==> config.mk <==
export PLATFORM = sky130hd
export DESIGN_NAME = adc_serial_capture_flat
export DESIGN_NICKNAME = d
export VERILOG_FILES = /design/src/rtl/adc_serial_capture_if.sv /design/src/rtl/adc_serial_capture.sv /design/src/flat_wrapper.sv
export SDC_FILE = /design/constraint.sdc
export NUM_CORES = 1
export LEC_CHECK = 0
export ABC_CLOCK_PERIOD_IN_PS = 1930
export CAP_MARGIN = 20
export CORE_UTILIZATION = 54
export CTS_CLUSTER_DIAMETER = 120
export DETAILED_ROUTE_END_ITERATION = 10
export PLACE_DENSITY = 0.85
export SYNTH_ARGS = -nofsm -noshare
export SYNTH_HDL_FRONTEND = slang
export SYNTH_SLANG_ARGS = --single-unit
==> constraint.sdc <==
create_clock -name Clk -period 1.93 [get_ports Clk]
set_input_delay 0.2895 -clock Clk [delete_from_list [all_inputs] [get_ports Clk]]
set_output_delay 0.2895 -clock Clk [all_outputs]
set_load 0.005 [all_outputs]
==> src/rtl/adc_serial_capture_if.sv <==
// Signal bundle for the radar ADC capture block: the three ADC serial pins plus the
// trigger, sample and status lines facing the DSP chain.
interface adc_serial_capture_if #(
  parameter int SampleBits = 12
);
  logic                  Trigger;
  logic                  ADC_nCS;
  logic                  ADC_SClk;
  logic                  ADC_Data;
  logic [SampleBits-1:0] Sample;
  logic                  Valid;
  logic                  Busy;
  logic                  Overrun;

  // Valid is a one-cycle strobe with no back-pressure: Sample is good while Valid is high
  // and holds until the next strobe. A Trigger seen while Busy is dropped and flagged on Overrun.
  modport master (
    input  Trigger, ADC_Data,
    output ADC_nCS, ADC_SClk, Sample, Valid, Busy, Overrun
  );

  modport slave (
    output Trigger, ADC_Data,
    input  ADC_nCS, ADC_SClk, Sample, Valid, Busy, Overrun
  );
endinterface

==> src/rtl/adc_serial_capture.sv <==
// Runs one 3-wire ADC conversion frame per Trigger and presents the captured sample
// as a parallel word with a one-cycle Valid strobe.
module adc_serial_capture #(
  parameter int ClockDiv     = 2,
  parameter int Bits         = 16,
  parameter int LeadingZeros = 4,
  parameter int SampleBits   = 12,
  parameter int QuietCycles  = 8,
  parameter int OffsetBinary = 1
) (
  input  logic                        Clk,
  input  logic                        Reset,
  adc_serial_capture_if.master        bus,
  output logic [1:0]                  dbg_state
);

  typedef enum logic [1:0] {
    IDLE  = 2'd0,
    SETUP = 2'd1,
    SHIFT = 2'd2,
    QUIET = 2'd3
  } state_t;

  localparam int MaxCount = (ClockDiv > QuietCycles)
                          ? ((ClockDiv > Bits) ? ClockDiv : Bits)
                          : ((QuietCycles > Bits) ? QuietCycles : Bits);
  localparam int CW = $clog2(MaxCount + 1);
  localparam int BW = $clog2(Bits);
  // Only the bits that can reach the sample window are kept; leading zeros fall off the top.
  localparam int SW = Bits - LeadingZeros;

  localparam logic [CW-1:0] DivLast   = CW'(ClockDiv - 1);
  localparam logic [CW-1:0] QuietLast = CW'((QuietCycles > 0) ? QuietCycles - 1 : 0);
  localparam logic [BW-1:0] BitLast   = BW'(Bits - 1);
  localparam logic [SampleBits-1:0] MsbFlip = {(OffsetBinary != 0), {(SampleBits-1){1'b0}}};

  state_t                state;
  logic [CW-1:0]         cnt;
  logic [BW-1:0]         bit_cnt;
  logic [SW-1:0]         shift;
  logic                  data_reg;
  logic                  done;
  logic                  ncs;
  logic                  sclk;
  logic [SampleBits-1:0] sample;
  logic                  valid;
  logic                  busy;
  logic                  overrun;
  logic [SampleBits-1:0] raw_sample;

  assign raw_sample = shift[SW-1 -: SampleBits];

  always_ff @(posedge Clk) begin
    if (Reset) begin
      state    <= IDLE;
      cnt      <= '0;
      bit_cnt  <= '0;
      shift    <= '0;
      data_reg <= 1'b0;
      done     <= 1'b0;
      ncs      <= 1'b1;
      sclk     <= 1'b1;
      sample   <= '0;
      valid    <= 1'b0;
      busy     <= 1'b0;
      overrun  <= 1'b0;
    end else begin
      data_reg <= bus.ADC_Data;
      overrun  <= bus.Trigger & busy;
      // The sample is formed from the completed shift register one cycle after the
      // last capture, so Valid trails the nCS rise by one cycle.
      valid    <= done;
      done     <= 1'b0;
      if (done) begin
        sample <= raw_sample ^ MsbFlip;
      end

      case (state)
        IDLE: begin
          if (bus.Trigger) begin
            state <= SETUP;
            ncs   <= 1'b0;
            busy  <= 1'b1;
            cnt   <= '0;
          end
        end

        SETUP: begin
          if (cnt == DivLast) begin
            cnt     <= '0;
            bit_cnt <= '0;
            sclk    <= 1'b0;
            state   <= SHIFT;
          end else begin
            cnt <= cnt + 1'b1;
          end
        end

        SHIFT: begin
          if (cnt == DivLast) begin
            cnt <= '0;
            if (!sclk) begin
              sclk <= 1'b1;
            end else begin
              // End of a high phase: the ADC data has been stable since the falling edge.
              shift <= {shift[SW-2:0], data_reg};
              if (bit_cnt == BitLast) begin
                bit_cnt <= '0;
                ncs     <= 1'b1;
                done    <= 1'b1;
                state   <= QUIET;
              end else begin
                bit_cnt <= bit_cnt + 1'b1;
                sclk    <= 1'b0;
              end
            end
          end else begin
            cnt <= cnt + 1'b1;
          end
        end

        QUIET: begin
          if (cnt == QuietLast) begin
            cnt   <= '0;
            busy  <= 1'b0;
            state <= IDLE;
          end else begin
            cnt <= cnt + 1'b1;
          end
        end

        default: begin
          state <= IDLE;
        end
      endcase
    end
  end

  assign bus.ADC_nCS  = ncs;
  assign bus.ADC_SClk = sclk;
  assign bus.Sample   = sample;
  assign bus.Valid    = valid;
  assign bus.Busy     = busy;
  assign bus.Overrun  = overrun;
  assign dbg_state    = state;

endmodule

==> src/flat_wrapper.sv <==
// flat-port wrapper written by rule: the top's interface ports become plain ports
module adc_serial_capture_flat 
#(
  parameter int ClockDiv     = 2,
  parameter int Bits         = 16,
  parameter int LeadingZeros = 4,
  parameter int SampleBits   = 12,
  parameter int QuietCycles  = 8,
  parameter int OffsetBinary = 1
)
  (Clk, Reset, dbg_state, bus_Trigger, bus_ADC_Data, bus_ADC_nCS, bus_ADC_SClk, bus_Sample, bus_Valid, bus_Busy, bus_Overrun);
  adc_serial_capture_if #(.SampleBits(SampleBits)) bus_i ();
  input  logic Clk;
  input  logic Reset;
  output logic [1:0] dbg_state;
  input wire logic [$bits(bus_i.Trigger)-1:0] bus_Trigger;
  input wire logic [$bits(bus_i.ADC_Data)-1:0] bus_ADC_Data;
  output wire logic [$bits(bus_i.ADC_nCS)-1:0] bus_ADC_nCS;
  output wire logic [$bits(bus_i.ADC_SClk)-1:0] bus_ADC_SClk;
  output wire logic [$bits(bus_i.Sample)-1:0] bus_Sample;
  output wire logic [$bits(bus_i.Valid)-1:0] bus_Valid;
  output wire logic [$bits(bus_i.Busy)-1:0] bus_Busy;
  output wire logic [$bits(bus_i.Overrun)-1:0] bus_Overrun;
  assign bus_i.Trigger = bus_Trigger;
  assign bus_i.ADC_Data = bus_ADC_Data;
  assign bus_ADC_nCS = bus_i.ADC_nCS;
  assign bus_ADC_SClk = bus_i.ADC_SClk;
  assign bus_Sample = bus_i.Sample;
  assign bus_Valid = bus_i.Valid;
  assign bus_Busy = bus_i.Busy;
  assign bus_Overrun = bus_i.Overrun;
  adc_serial_capture #(.ClockDiv(ClockDiv), .Bits(Bits), .LeadingZeros(LeadingZeros), .SampleBits(SampleBits), .QuietCycles(QuietCycles), .OffsetBinary(OffsetBinary)) u_core (.Clk(Clk), .Reset(Reset), .bus(bus_i), .dbg_state(dbg_state));
endmodule
==> impl_metrics.json, run 1 <==
{
  "synthArstFlopShare_pct": 0,
  "yosys-top-cells-area": "dfxtp_1 46%, nand2_1 8.2%, mux2i_1 6.6%",
  "overflow": 0,
  "ios": 23,
  "cts_tree": "built",
  "cp_top_family": "simple AND/OR/NAND/NOR gates",
  "synth_most_common_cell": "dfxtp_1",
  "grt_pass1_wl_mm": 5.59,
  "antenna_found_initial": 0,
  "cp-startpoint": "u_core.cnt[0]",
  "crit_arrival_ns": 2.09,
  "fp.dieH_um": 60.1,
  "slew_violations": 0,
  "nFillCells": 268,
  "synth_common_cells": "42 x dfxtp_1, 40 x nand2_1, 23 x a21oi_1",
  "track_usage_pct": 21.2,
  "ant_nets": 0,
  "setup.worst_path.start_class": "flip-flop",
  "power.density_nw_per_um2": 965,
  "die_w_um": 60.1,
  "hold_violations": 0,
  "clock-root-buffer": "clkbuf_4",
  "routed_via_density": 5.35,
  "yosysSeqAreaShare_pct": 46.2,
  "ys.flop_type": "dfxtp_1",
  "antenna_cells": 0,
  "yosysWarningCount": 0,
  "area_delta_synth_final_pct": 21.0,
  "gp_congestion": 0.764,
  "max_freq_mhz": 557,
  "dieArea_um2": 3610,
  "place.port_buffers": 22,
  "r2r_cells": 5,
  "grt_max_degree": 44,
  "cpPeakStageDelay_ns": 0.42,
  "path_class": "flip-flop to flip-flop",
  "outcome": "completed",
  "cp_max_fo": 6,
  "drt_wl_total_mm": 3.44,
  "dp_hpwl_mm": 2.31,
  "crit_buf_inv": 0,
  "avgSynthCellArea_um2": 8.75,
  "ctsHoldBuffers": 0,
  "grt_pass1_vias": 1313,
  "yosysTopAreaCell": "dfxtp_1",
  "synth_top_area_share_pct": 46.2,
  "rsz0062_at_grt": "false",
  "dr_total_vias": 1482,
  "setup_viol": 0,
  "drive_gt1_share_pct": 9.87,
  "routedWlPerCell_um": 12.4,
  "cts_made_buffers": 5,
  "min_path_type": "flip-flop to flip-flop",
  "required_ns": 2.22,
  "maxCapViolCount": 0,
  "skew_ns": 0.00770,
  "period_share_pct": 93.0,
  "setup-tns-final_ns": 0,
  "period_needed_ns": 1.80,
  "syn_area_um2": 1820,
  "leakage_nw": 0.750,
  "drc": 0,
  "synthDistinctLibCells": 36,
  "insertion_delay_ns": 0.36,
  "initial_utilization_pct": 58.2,
  "first_pass_iters": 4,
  "netlist_instances": 208,
  "path_cells": "ha_1 -> nor4b_4 -> nand3_1 -> or3_1 -> a31oi_1",
  "synth-seq-cells": 42,
  "cts.path.max_buffers": 2,
  "p_total_mw": 2.13,
  "drtIter0Drc": 48,
  "timing.rr.start": "u_core.cnt[0]",
  "cp-endpoint": "u_core.bit_cnt[3]",
  "synth_edf_count": 0,
  "rows": 20,
  "syn_nets": 220,
  "htree_levels": 2,
  "cp-end-kind": "flip-flop",
  "ir_drop_v": 0.000717,
  "timing.rr.end": "u_core.bit_cnt[3]",
  "slew_headroom_pct": 73.7,
  "r2r_slack_ns": 0.13,
  "cts.sinks": 42,
  "worst_pin_slew_ns": 0.392,
  "slowest_stage": "dfxtp_1",
  "clkTransAtPathRegs_ns": 0.13,
  "cp.depth": 5,
  "core_area_um2": 3130,
  "nNetsFinal": 244
}
[power by group]
group / leakage [nW] / internal [mW] / total, mW / switching, mW
sequential: 0.340 / 0.911 / 0.956 / 0.0451
combinational: 0.365 / 0.294 / 0.600 / 0.306
clock: 0.0456 / 0.275 / 0.570 / 0.295
[cell usage in the layout (no fill, tap or decap), drive strengths merged]
cell	count
nand2	40
nor4b	1
a22oi	2
a31oi	3
clkbuf	5
o21ai	4
inv	5
nand3	5
buf	7
o211ai	1
nor2	16
a2bb2oi	2
nor2b	5
a21boi	1
nand4	2
or2b	1
or4b	1
bufinv	1
and3	1
nand4bb	1
nand2b	4
a211o	4
dfxtp	42
mux2i	12
a211oi	2
a21oi	24
or3	3
ha	8
clkinv	1
o21bai	1
a311o	1
mux2	1
clkdlybuf4s50	22
nor3	2
or2	2
[what timing repair did]
| action | in CTS | in global routing |
|---|---|---|
| resized for setup | 0 | 2 |
| setup buffers | 0 | 0 |
| setup endpoints to repair | 0 | 3 |
[routing by layer]
metal  global-route usage (%)  share of wire (%)  vias to the layer above
met5                        0                  0                        -
met4                     5.98                1.2                        0
met3                     6.49                3.1                        5
met2                     34.9                 47                       22
met1                     26.7                 49                      692
li1                         -                  -                      763
[cell families (layout without fill, tap and decap cells)]
logic type,Yosys count,in the layout,synth area share (%)
DFF,42,42,46.2
buffers and inverters,16,41,3.44
AOI/OAI and AO/OA,45,45,15.5
and+or+nand+nor,84,84,22.2
muxes,13,13,7.22
adders and majority gates,8,8,5.50
[worst min path at each step]
stage	to	cells past startpoint	start	slack, ns
3_3_place_gp	u_core.bus.Sample[11]	1	u_core.raw_sample[11]	0.42
2_1_floorplan	u_core.bus.Overrun	2	bus_Trigger	0.41
4_1_cts	u_core.bus.Sample[11]	1	u_core.raw_sample[11]	0.45
3_5_place_dp	u_core.bus.Sample[11]	1	u_core.raw_sample[11]	0.44
6_report	u_core.bus.Sample[11]	1	u_core.raw_sample[11]	0.45
5_1_grt	u_core.data_reg	2	bus_ADC_Data	0.46
[worst reg2reg max path: stages (launching register included)]
cell	delay, ns
dfxtp_1	0.42
ha_1	0.19
nor4b_4	0.36
nand3_1	0.21
or3_1	0.38
a31oi_1	0.18
[cell type report]
cell class / count / area, um^2 / share of cell area [%]
well taps: 44 / 55.1 / 2.50
clock buffers: 5 / 37.5 / 1.70
inverters: 4 / 15.0 / 0.681
clock inverters: 3 / 43.8 / 1.99
repair buffers: 29 / 285 / 12.9
multi-input cells: 150 / 926 / 42.0
flip-flops and latches: 42 / 841 / 38.2
[per-stage QoR]
stage / utilization [%] / hold WS [ns] / cell area, um^2 / setup WS [ns] / instances
CTS: 70.2 / 0.454 / 2190 / 0.109 / 277
detailed placement: 67.6 / 0.436 / 2110 / 0.129 / 269
finish: 70.4 / 0.448 / 2200 / 0.134 / 277
global route: 70.4 / 0.462 / 2200 / 0.0248 / 277
global placement: 67.6 / 0.421 / 2110 / 0.185 / 269
floorplan: - / 0.411 / 1820 / 0.239 / 208
No activity file was read; power rests on OpenSTA's default activity.
==> inputs of run 2 (changes only) <==
--- a/config.mk
+++ b/config.mk
@@ -6,7 +6,6 @@
 export NUM_CORES = 1
 export LEC_CHECK = 0
 export ABC_CLOCK_PERIOD_IN_PS = 1930
-export CAP_MARGIN = 20
 export CORE_UTILIZATION = 54
 export CTS_CLUSTER_DIAMETER = 120
 export DETAILED_ROUTE_END_ITERATION = 10
==> results of run 2 <==
No change in the layout: final DEF, timing and power equal those of run 1.
